### src/rtl/vending_ctrl.sv
// -----------------------------------------------------------------------------
// vending_ctrl
//
// Purpose
//   Coin-operated vending controller. It accumulates credit from coin strobes,
//   vends an item when the selection is affordable, and hands any change (or a
//   full refund on cancel) to an external change dispenser. The dispenser
//   reports completion with chg_done.
//
// Optional feature
//   VEND_TIMEOUT_EN : when defined, an idle counter in COLLECT triggers an
//                     automatic refund after TIMEOUT_CYC quiet cycles. When it
//                     is undefined, no counter exists and COLLECT waits forever.
//
// Ports
//   sclk        in   system clock, rising edge
//   srst_n      in   asynchronous active-low reset
//   coin_valid  in   one-cycle coin strobe, coin code on coin_val
//   coin_val    in   [1:0] 00=1, 01=5, 10=10, 11=25 units
//   sel_valid   in   one-cycle select strobe, item index on sel_item
//   sel_item    in   [1:0] item index
//   cancel      in   one-cycle refund request
//   chg_done    in   one-cycle pulse from dispenser: payout complete
//   credit      out  [7:0] accumulated credit
//   coin_reject out  one-cycle pulse: coin refused
//   sel_nack    out  one-cycle pulse: selection refused
//   vend        out  one-cycle dispense pulse
//   vend_item   out  [1:0] item index, valid while vend=1
//   chg_start   out  one-cycle pulse: start paying chg_amount
//   chg_amount  out  [7:0] change value, held from chg_start until chg_done
//   busy        out  high in VEND, CHANGE and WAIT_CHG
//
// Handshake: every input is a single-cycle strobe sampled on the rising edge;
// there is no back-pressure. Each strobe produces either its effect or a
// one-cycle refusal pulse (coin_reject / sel_nack) registered on the same
// edge, or is silently dropped where noted. All outputs are registered.
//
// The FSM state is held in the enum signal `state` for observation.
// -----------------------------------------------------------------------------
module vending_ctrl #(
    parameter int PRICE0      = 25,
    parameter int PRICE1      = 50,
    parameter int PRICE2      = 75,
    parameter int PRICE3      = 110,
    parameter int TIMEOUT_CYC = 1000
) (
    input  logic       sclk,
    input  logic       srst_n,
    input  logic       coin_valid,
    input  logic [1:0] coin_val,
    input  logic       sel_valid,
    input  logic [1:0] sel_item,
    input  logic       cancel,
    input  logic       chg_done,
    output logic [7:0] credit,
    output logic       coin_reject,
    output logic       sel_nack,
    output logic       vend,
    output logic [1:0] vend_item,
    output logic       chg_start,
    output logic [7:0] chg_amount,
    output logic       busy
);

    typedef enum logic [2:0] {
        IDLE     = 3'd0,
        COLLECT  = 3'd1,
        VEND     = 3'd2,
        CHANGE   = 3'd3,
        WAIT_CHG = 3'd4
    } state_t;

    state_t state;

    // Cleared by reset, set on the first edge afterwards: inputs are only
    // acted on from the second rising edge after reset release.
    logic armed;

    localparam logic [7:0] PRICE0_8 = PRICE0[7:0];
    localparam logic [7:0] PRICE1_8 = PRICE1[7:0];
    localparam logic [7:0] PRICE2_8 = PRICE2[7:0];
    localparam logic [7:0] PRICE3_8 = PRICE3[7:0];

    function automatic logic [7:0] coin_units(input logic [1:0] code);
        logic [7:0] units;
        case (code)
            2'b00:   units = 8'd1;
            2'b01:   units = 8'd5;
            2'b10:   units = 8'd10;
            default: units = 8'd25;
        endcase
        return units;
    endfunction

    function automatic logic [7:0] item_price(input logic [1:0] idx);
        logic [7:0] price;
        case (idx)
            2'd0:    price = PRICE0_8;
            2'd1:    price = PRICE1_8;
            2'd2:    price = PRICE2_8;
            default: price = PRICE3_8;
        endcase
        return price;
    endfunction

    // One extra bit catches a coin that would push credit past 255.
    logic [8:0] coin_sum;
    logic       coin_fits;
    logic [7:0] sel_price;
    logic       sel_ok;
    logic       any_event;
    logic       timeout_hit;

    assign coin_sum  = {1'b0, credit} + {1'b0, coin_units(coin_val)};
    assign coin_fits = ~coin_sum[8];
    assign sel_price = item_price(sel_item);
    assign sel_ok    = (credit >= sel_price);
    assign any_event = coin_valid | sel_valid | cancel;

`ifdef VEND_TIMEOUT_EN
    localparam int             CNT_W   = $clog2(TIMEOUT_CYC + 1);
    localparam logic [CNT_W-1:0] CNT_LAST = CNT_W'(TIMEOUT_CYC);

    // Counts quiet COLLECT cycles; any strobe restarts it. It saturates at
    // TIMEOUT_CYC, and a quiet cycle seen at that value acts as a cancel.
    logic [CNT_W-1:0] idle_cnt;

    assign timeout_hit = (state == COLLECT) && !any_event && (idle_cnt == CNT_LAST);

    always_ff @(posedge sclk or negedge srst_n) begin
        if (!srst_n) begin
            idle_cnt <= '0;
        end else if (!armed || (state != COLLECT) || any_event) begin
            idle_cnt <= '0;
        end else if (idle_cnt != CNT_LAST) begin
            idle_cnt <= idle_cnt + 1'b1;
        end
    end
`else
    assign timeout_hit = 1'b0;
`endif

    always_ff @(posedge sclk or negedge srst_n) begin
        if (!srst_n) begin
            state       <= IDLE;
            armed       <= 1'b0;
            credit      <= 8'd0;
            chg_amount  <= 8'd0;
            vend_item   <= 2'd0;
            vend        <= 1'b0;
            chg_start   <= 1'b0;
            coin_reject <= 1'b0;
            sel_nack    <= 1'b0;
            busy        <= 1'b0;
        end else begin
            armed       <= 1'b1;
            // Pulse outputs default low; the branches below raise them for
            // exactly one cycle.
            vend        <= 1'b0;
            chg_start   <= 1'b0;
            coin_reject <= 1'b0;
            sel_nack    <= 1'b0;

            if (armed) begin
                case (state)
                    IDLE: begin
                        // sel_valid and cancel carry no meaning without credit.
                        if (coin_valid) begin
                            credit <= coin_units(coin_val);
                            state  <= COLLECT;
                        end
                    end

                    COLLECT: begin
                        // Priority: cancel (or timeout) > coin > select.
                        if (cancel || timeout_hit) begin
                            chg_amount <= credit;
                            chg_start  <= 1'b1;
                            busy       <= 1'b1;
                            state      <= CHANGE;
                        end else if (coin_valid) begin
                            if (coin_fits) begin
                                credit <= coin_sum[7:0];
                            end else begin
                                coin_reject <= 1'b1;
                            end
                        end else if (sel_valid) begin
                            if (sel_ok) begin
                                vend       <= 1'b1;
                                vend_item  <= sel_item;
                                chg_amount <= credit - sel_price;
                                busy       <= 1'b1;
                                state      <= VEND;
                            end else begin
                                sel_nack <= 1'b1;
                            end
                        end
                    end

                    VEND: begin
                        // Exact payment skips the dispenser entirely.
                        if (chg_amount == 8'd0) begin
                            credit <= 8'd0;
                            busy   <= 1'b0;
                            state  <= IDLE;
                        end else begin
                            chg_start <= 1'b1;
                            state     <= CHANGE;
                        end
                    end

                    CHANGE: begin
                        state <= WAIT_CHG;
                    end

                    WAIT_CHG: begin
                        if (chg_done) begin
                            credit     <= 8'd0;
                            chg_amount <= 8'd0;
                            busy       <= 1'b0;
                            state      <= IDLE;
                        end
                    end

                    default: begin
                        state <= IDLE;
                        busy  <= 1'b0;
                    end
                endcase

                // While a transaction is in flight, coins and selections are
                // refused visibly; cancel is dropped silently.
                if (busy) begin
                    if (coin_valid) begin
                        coin_reject <= 1'b1;
                    end else if (sel_valid) begin
                        sel_nack <= 1'b1;
                    end
                end
            end
        end
    end

endmodule

### config.mk
export PLATFORM = sky130hd
export DESIGN_NAME = vending_ctrl
export DESIGN_NICKNAME = d
export VERILOG_FILES = /design/src/rtl/vending_ctrl.sv
export SDC_FILE = /design/constraint.sdc
export NUM_CORES = 1
export LEC_CHECK = 0
export ABC_CLOCK_PERIOD_IN_PS = 2300
export CAP_MARGIN = 20
export CORE_MARGIN = 2
export CORE_UTILIZATION = 49
export DETAILED_ROUTE_END_ITERATION = 7
export GPL_TIMING_DRIVEN = 0
export MAX_ROUTING_LAYER = met4
export PLACE_DENSITY = 0.83
export SLEW_MARGIN = 0
export SYNTH_ARGS = -nofsm -noshare
export SYNTH_HDL_FRONTEND = slang
export SYNTH_SLANG_ARGS = --single-unit
### constraint.sdc
create_clock -name sclk -period 2.3 [get_ports sclk]
set_input_delay 0.46 -clock sclk [delete_from_list [all_inputs] [get_ports sclk]]
set_output_delay 0.46 -clock sclk [all_outputs]
set_load 0.05 [all_outputs]
Word level (Yosys, flattened, before mapping)
Index checks and enable logic that the tools add are counted.
Widths: inputs -> output; s select.

word-level totals
  output and inout port bits = 23
  logic and storage cells = 100
  register bits = 27
  memories kept = 0
  latch bits = 0
  bits of input ports = 10
  RAM bits = 0
  bits in read-only memories = 0

operators by class
  bitwise operators = 3
  multiplexer cells = 55
  shifts and indexed selects = 0
  equality and inequality tests = 17
  div/mod/pow operators = 0
  add/sub/neg operators = 2
  magnitude comparators = 1
  reductions and logical operators = 12
  multiply operators = 0

operators by type and width
  cell                count
  $mux 8              10
  $pmux 8 s4          1
  $mux 1              31
  $pmux 7 s3          1
  $mux 3              6
  $reduce_and 6->1    3
  $pmux 8 s2          1
  $pmux 3 s5          1
  $pmux 5 s3          1
  $ne 2x2->1 const B  6
  $add 8x8->9         1
  $ne 3x3->1 const B  3
  $ge 8x8->1          1
  $logic_not 8->1     1
  $reduce_and 8->1    1
  $sub 8x8->8         1
  $reduce_and 7->1    1
  $eq 3x2->1 const B  2
  $eq 2x1->1 const B  2
  $eq 2x2->1 const B  2
  $logic_not 2->1     2
  $pmux 1 s4          1
  $reduce_bool 4->1   1
  $eq 3x1->1 const B  1
  other kinds (7)     9

Longest topological paths before layout
Gate-level depths: netlist of run 1.

  depth in word-level cells = 12
  depth in mapped cells = 9

Worst setup path before layout of run 1
Ideal clock, no wire load.

  kind = reg-to-reg
  from = register credit[0]
  to = register credit[5]
  clock period less this slack = 2.649 ns
  data arrival time = 2.571 ns
  stages on the path, launching flop included = 8
  setup slack = -0.349 ns
  cell sequence = dfrtp_1 > ha_1 > fa_1 > a211o_1 > a21oi_1 > o21ai_1 > or4_1 > a21boi_1

between the ends
  longest elaborated chain between the ends = 5

ends and longest elaborated chain
  item                      line  RTL
  start: declaration        55    output logic [7:0] credit,
  start signal: assignment  169   credit <= coin_units(coin_val);
  start signal: assignment  183   credit <= coin_sum[7:0];
  $add 8x8->9 *             114   assign coin_sum = {1'b0, credit} + {1'b0, coin_units(coin_val)};
  $mux 8                    182   if (coin_fits) begin
  $mux 8                    181   end else if (coin_valid) begin
  $mux 8                    176   if (cancel || timeout_hit) begin
  $pmux 8 s4                165   case (state)

Mark *: on every way between the ends. The rest lies on a longest branch, timed or not. The select of a mux whose other input is x is not followed.
A chain may end at the register's enable or synchronous reset.

Worst setup path after layout of run 1
  from = register credit[0]
  to = register vend_item[1]

between the ends
  longest elaborated chain between the ends = 2

ends and longest elaborated chain
  item                        line  RTL
  $ge 8x8->1                  117   assign sel_ok = (credit >= sel_price);
  $reduce_and 6->1 (no line)  --
  end signal: assignment      190   vend_item <= sel_item;
  end: declaration            59    output logic [1:0] vend_item,

No other way between the ends.

==> results of run 1 <==
-- where the power goes --
| part | total [µW] | switching (µW) | leakage (µW) | internal [µW] |
|---|---|---|---|---|
| clock | 289 | 165 | 0.0000217 | 123 |
| combinational | 2780 | 1600 | 0.000854 | 1180 |
| sequential | 851 | 208 | 0.000345 | 642 |
-- synthesized netlist by cell type, drive strengths merged (2+ instances only) --
library cell   n  share of area, %
nor2b          6               1.7
mux2i          5               2.3
xnor2          3               1.2
o21a           7               2.4
o2bb2ai        2              0.80
nor3           7               2.0
inv           13               2.2
a21oi         11               2.7
o31a           2              0.80
o41ai          2               1.1
nand3          5               1.1
ha            12               6.8
or3b           2              0.80
a221o          2              0.91
o31ai          2              0.68
nor4           3               1.4
o22ai          2              0.57
buf            4               1.4
nor2          18               3.1
dfrtp         27                31
a211o          3               1.6
nor4b          2              0.80
fa             2               1.8
nand4          7               2.7
o21ai         10               2.4
a311oi         2              0.80
a21boi         2              0.68
o21bai         2              0.68
mux2          11               5.6
nand2b         5               1.4
clkbuf         8               1.4
or2            2              0.57
a21o           5               1.8
nor3b          7               2.9
and3           3              0.85
nand2         13               2.2
a211oi         7               2.4
-- sequential cells by signal (all words and copies together), names as in the netlist, 2 cells and up --
name	flops
chg_amount	8
credit	8
state	3
vend_item	2
-- timing repair --
action,4_1_cts,5_1_grt
hold buffers,0,0
resized for setup,23,11
pin swaps,12,16
endpoints found under the setup margin,24,19
gates cloned,0,0
endpoints found under the hold margin,0,0
setup buffers,11,5
-- cell families (layout without fill, tap and decap cells) --
| logic type | count (synthesis) | count (layout) | share of synthesized area, % |
|---|---|---|---|
| and+or+nand+nor | 85 | 85 | 23.59 |
| AOI/OAI and AO/OA | 66 | 66 | 22.34 |
| DFF | 27 | 27 | 30.70 |
| buffers and inverters | 25 | 74 | 5.059 |
| muxes | 16 | 16 | 7.902 |
| adders and majority gates | 14 | 14 | 8.641 |
| xor gates and xnor gates | 4 | 4 | 1.592 |
| other | 1 | 1 | 0.1704 |
-- critical path, cell delays in order (launching register included) --
cell	delay [ns]
dfrtp_2	0.47
inv_2	0.10
ha_4	0.14
inv_2	0.03
fa_2	0.37
a211oi_4	0.33
o21ai_2	0.10
a21o_1	0.20
nand4_1	0.17
mux2_2	0.36
-- how the worst min path moves through the flow --
stage                            start            to  slack [ns]
final                           srst_n     credit[5]        0.52
after global routing      vend_item[1]  vend_item[1]        0.54
after CTS                       srst_n     credit[5]        0.53
after detailed placement  vend_item[1]  vend_item[1]        0.50
after global placement    vend_item[0]  vend_item[0]        0.50
after floorplan                 srst_n         armed        0.16
-- area by class of cell --
cell class	instances	area share, %
Multi-Input combinational cell	186	53.61
Tap cell	52	2.265
Clock inverter	1	0.2613
Timing Repair Buffer	47	15.20
Buffer	10	1.916
Inverter	13	1.699
Clock buffer	3	1.437
Sequential cell	27	23.61
-- metal layers --
| layer | vias up | part of all wire [%] | global-route usage [%] | routed length, µm |
|---|---|---|---|---|
| li1 | 985 | - | - | - |
| met3 | 16 | 5.0 | 3.561 | 294 |
| met4 | 0 | 2.4 | 9.434 | 144 |
| met1 | 1006 | 42 | 29.93 | 2498 |
| met5 | - | 0 | - | 0 |
| met2 | 76 | 51 | 42.68 | 2999 |
-- metrics by stage --
step	hold WS [ns]	total power [µW]	instances
after floorplan	0.1644	2668	238
after global placement	0.4986	3265	321
after detailed placement	0.4998	3328	322
after CTS	0.5284	3788	336
after global routing	0.5411	4167	339
final	0.5222	3920	339
==> results.py, run 1 <==
metrics = {
    "cells_and_area": {
        "multi_input_area_mm2": 0.001540,
        "final_area_mm2": 0.002873,
        "fin_util_pct": 65.98,
        "final_cell_mix": "clkdlybuf4s50_1, dfrtp_1, nor2_1",
        "fillCellCount": 357,
        "final_nets": 312,
        "seq_area_um2": 678.2,
        "drive_above_1_share_pct": 28.22,
        "final_common_cell": "clkdlybuf4s50_1",
        "diodes": 0,
        "area_growth_pct": 30.53,
    },
    "timing": {
        "hold_violations": 0,
        "tightest_slew_ns": 0.6939,
        "finalSetupViolations": 3,
        "fin_crit_sh_pct": 103.1,
        "slew_headroom_pct": 53.23,
        "setup_tns_ns": -0.1529,
        "skew_ns": 0.003494,
        "layout_min_cycle_time_ns": 2.371,
        "rsz0062_at_grt": "yes",
        "worst_slack_ns": -0.07083,
        "fmax_mhz": 421.8,
        "maxSlewViolCount": 0,
    },
    "global_routing": {
        "grt_max_degree": 20,
        "grt_pass1_vias": 2116,
        "grt_first_pass_wirelength_mm": 9.860,
        "track_usage_pct": 25.00,
        "grt.overflow.total": 0,
        "grt_antenna_before_repair": 0,
    },
    "yosys": {
        "syn-instance-count": 238,
        "ys_types": 64,
        "synthesis.nets": 262,
        "postSynthAreaPerCell_um2": 9.247,
        "yosys_warnings": 0,
        "synthArstFlopShare_pct": 100.0,
        "ys.flop_type": "dfrtp_1",
        "synth_edf_count": 0,
        "ys_seq_elements": 27,
        "ys_seq_area_share_pct": 30.70,
        "syn_area_mm2": 0.002201,
    },
    "floorplanning": {
        "die-height_um": 71.02,
        "num_rows": 24,
        "coreArea_mm2": 0.004354,
        "initial_core_util_pct": 50.55,
        "die_area_mm2": 0.005044,
        "die_w_um": 71.02,
        "io_pins": 33,
    },
    "drt": {
        "vias": 2083,
        "drtIter0Drc": 251,
        "drtAntennaViolNets": 0,
        "first_pass_iters": 5,
        "via_per_inst": 6.145,
        "routed_wirelength_mm": 5.937,
        "drcViolationCount": 0,
        "detail_route.wl_per_cell_um": 17.51,
    },
    "worst_setup_path": {
        "startpoint": "credit[0]",
        "critPathKind": "reg -> reg",
        "critPathCapture": "vend_item[1]",
        "worstReg2RegEnd": "vend_item[1]",
        "cp-end-kind": "flop",
        "reg2reg_depth": 9,
        "critPathMaxFanout": 4,
        "worstSetupStartpointType": "flop",
        "critPathArrivalTime_ns": 2.55,
        "reg2reg_from": "credit[0]",
        "worstPathRequired_ns": 2.48,
        "reg2reg_setup_slack_ns": -0.07,
    },
    "clock_tree": {
        "cts_tree": "built",
        "clockBufferDepth": 2,
        "clk_latency_ns": 0.28,
        "cts_made_buffers": 3,
        "clk_pin_slew_worst_paths_ns": 0.10,
        "cts.sinks": 27,
        "cts.htree.levels": 1,
        "clock-root-buffer": "clkbuf_8",
    },
    "placement": {
        "place_ws_ns": -0.7334,
        "dpl_cell_area_mm2": 0.002644,
        "dpl.hpwl_mm": 4.030,
        "place_congestion": 0.9101,
        "port_buffers": 31,
    },
    "run": {
        "drv_cap": 0,
    },
    "outcome": {
        "failed_checks": "setup timing",
        "status": "finished with violations",
    },
    "min_path": {
        "worstHoldPathType": "in -> async",
    },
    "power_and_ir_drop": {
        "powerDensity_mw_per_mm2": 1364,
        "ir_worst_vdd_uv": 750.8,
        "p_leak_uw": 0.001221,
    },
}
Power figures use the tool's default switching activity.
==> inputs of run 2 (changes only) <==
Settings changed: CTS_BUF_LIST from default to sky130_fd_sc_hd__clkbuf_4 sky130_fd_sc_hd__clkbuf_8 sky130_fd_sc_hd__clkbuf_16.
==> results of run 2 <==
The final DEF is identical to that of run 1; final timing and power are the same.
==> inputs of run 3 (changes only) <==
Settings changed: SLEW_MARGIN 0 to 40.
==> run 3 against run 2 <==
The run still ends with setup timing left. Clock power hardly changed. Global-route usage is 0.89 points lower. Worst hold slack worse by 0.34 ns. Clock-buffer cell count is 1 higher. Highest routed layer unchanged. Worst setup slack better by 0.043 ns. Utilization is 0.37 points lower. Largest cell class unchanged. Register-to-register slack better by 0.04 ns. Sequential share of layout area is 0.13 points higher. First-iteration DRC count is 24% lower. Cell area is 0.57% lower. Non-clock buffer count is 3 lower.
==> results.py, run 3 (synthesis results as in run 1) <==
metrics = {
    "timing": {
        "skew_ns": 0.01613,
        "finalSetupViolations": 2,
        "worst_slack_ns": -0.02796,
        "hold_violations": 0,
        "fmax_mhz": 429.6,
        "slew_headroom_pct": 53.00,
        "maxSlewViolCount": 0,
        "tightest_slew_ns": 0.6974,
        "fin_crit_sh_pct": 101.2,
        "layout_min_cycle_time_ns": 2.328,
        "rsz0062_at_grt": "yes",
        "whs_ns": 0.1776,
    },
    "floorplanning": {
        "die_area_mm2": 0.005044,
        "die-height_um": 71.02,
        "io_pins": 33,
        "initial_core_util_pct": 50.55,
        "coreArea_mm2": 0.004354,
        "die_w_um": 71.02,
        "num_rows": 24,
    },
    "drt": {
        "first_pass_iters": 4,
        "drcViolationCount": 0,
        "drtAntennaViolNets": 0,
        "detail_route.wl_per_cell_um": 16.78,
        "via_per_inst": 6.068,
        "routed_wirelength_mm": 5.639,
        "drtIter0Drc": 190,
        "vias": 2039,
    },
    "worst_setup_path": {
        "critPathMaxFanout": 4,
        "worstSetupStartpointType": "flop",
        "cp-end-kind": "flop",
        "critPathKind": "reg -> reg",
        "worstPathRequired_ns": 2.46,
        "critPathArrivalTime_ns": 2.49,
    },
    "cells_and_area": {
        "multi_input_area_mm2": 0.001572,
        "area_growth_pct": 29.79,
        "drive_above_1_share_pct": 28.17,
        "fillCellCount": 343,
        "fin_util_pct": 65.60,
        "final_nets": 309,
        "seq_area_um2": 678.2,
        "reg_top3": "chg_amount (8), credit (8), state (3)",
        "diodes": 0,
        "final_cell_mix": "clkdlybuf4s50_1, dfrtp_1, nor2_1",
        "final_common_cell": "clkdlybuf4s50_1",
    },
    "run": {
        "drv_cap": 0,
    },
    "power_and_ir_drop": {
        "pwr-share-seq_pct": 21.7,
        "p_leak_uw": 0.001207,
        "sw_frac_of_total_pct": 49.91,
        "p_switching_uw": 1953,
        "p_clk_share_pct": 7.4,
        "p_int_uw": 1960,
        "powerDensity_mw_per_mm2": 1370,
        "combPwrFrac_pct": 70.9,
        "ir_worst_vdd_uv": 877.3,
        "power_uw": 3912,
    },
    "clock_tree": {
        "clk_latency_ns": 0.28,
        "cts.sinks": 27,
        "cts.htree.levels": 1,
        "cts_hold_buffers": 0,
        "cts_made_buffers": 3,
        "clk_pin_slew_worst_paths_ns": 0.10,
        "clock-root-buffer": "clkbuf_8",
        "cts_tree": "built",
        "clockBufferDepth": 2,
    },
    "placement": {
        "place_ws_ns": -0.7300,
        "port_buffers": 31,
        "place_congestion": 0.9101,
        "dpl.hpwl_mm": 3.926,
    },
    "min_path": {
        "worstHoldPathType": "in -> async",
    },
    "global_routing": {
        "track_usage_pct": 24.11,
        "grt.overflow.total": 0,
        "grt_pass1_vias": 1996,
        "grt_max_degree": 28,
        "grt_antenna_before_repair": 0,
        "grt_first_pass_wirelength_mm": 9.473,
    },
    "outcome": {
        "status": "finished with violations",
        "failed_checks": "setup timing",
    },
}
[run 3: final timing paths]
kind	start	endpoint	slack [ns]	depth (start not counted)
hold reg to reg	vend_item[0]	vend_item[0]	0.52	1
min in group sclk	vend_item[0]	vend_item[0]	0.52	1
hold / removal	srst_n	credit[5]	0.18	1
max in group asynchronous	srst_n	credit[0]	1.66	1
setup reg to reg	credit[0]	vend_item[1]	-0.03	9
setup / recovery	credit[0]	vend_item[1]	-0.03	9
[run 3: through the flow]
step                setup TNS, ns  std cells  instance area, µm²
CTS                      -0.02320        336                2786
finish                   -0.05525        336                2856
global placement           -13.32        321                2616
detailed placement         -14.11        321                2611
floorplan                -0.06961        238                2241
global route              -0.6146        336                2856
[run 3: layout make-up]
cell class | count | share of cell area [%]
buffer | 10 | 1.927
clock buffer | 4 | 1.708
inverter | 13 | 1.708
multi-input combinational | 186 | 55.02
sequential | 27 | 23.74
tap | 52 | 2.278
timing repair buffer | 44 | 13.62
[run 3: metal layers]
layer | track usage, % | wire [µm] | vias up
met3 | 3.989 | 287 | 10
met2 | 40.29 | 2765 | 62
met4 | 6.080 | 87 | 0
li1 | - | - | 978
met1 | 30.61 | 2499 | 989
met5 | - | 0 | -
[run 3: repair_timing]
item | in CTS | in global routing
setup buffers | 12 | 2
pin swaps | 12 | 17
hold endpoints to repair | 0 | 0
resized for setup | 22 | 16
endpoints found under the setup margin | 24 | 20
[run 3: power groups by stage]
stage,registers [µW],clock network (µW),logic (µW)
detailed placement,854,0,2460
finish,849,288,2780
floorplan,1300,0,1370
CTS,847,291,2640
global placement,853,0,2410
global route,877,309,2980
[run 3: worst max-delay path, stage by stage, from the launching register on]
cell and delay (ns):
dfrtp_2 0.46, inv_2 0.09, ha_4 0.14, inv_2 0.03, fa_2 0.36, a211oi_4 0.30
o21ai_2 0.11, a21o_1 0.20, nand4_1 0.17, mux2_2 0.36
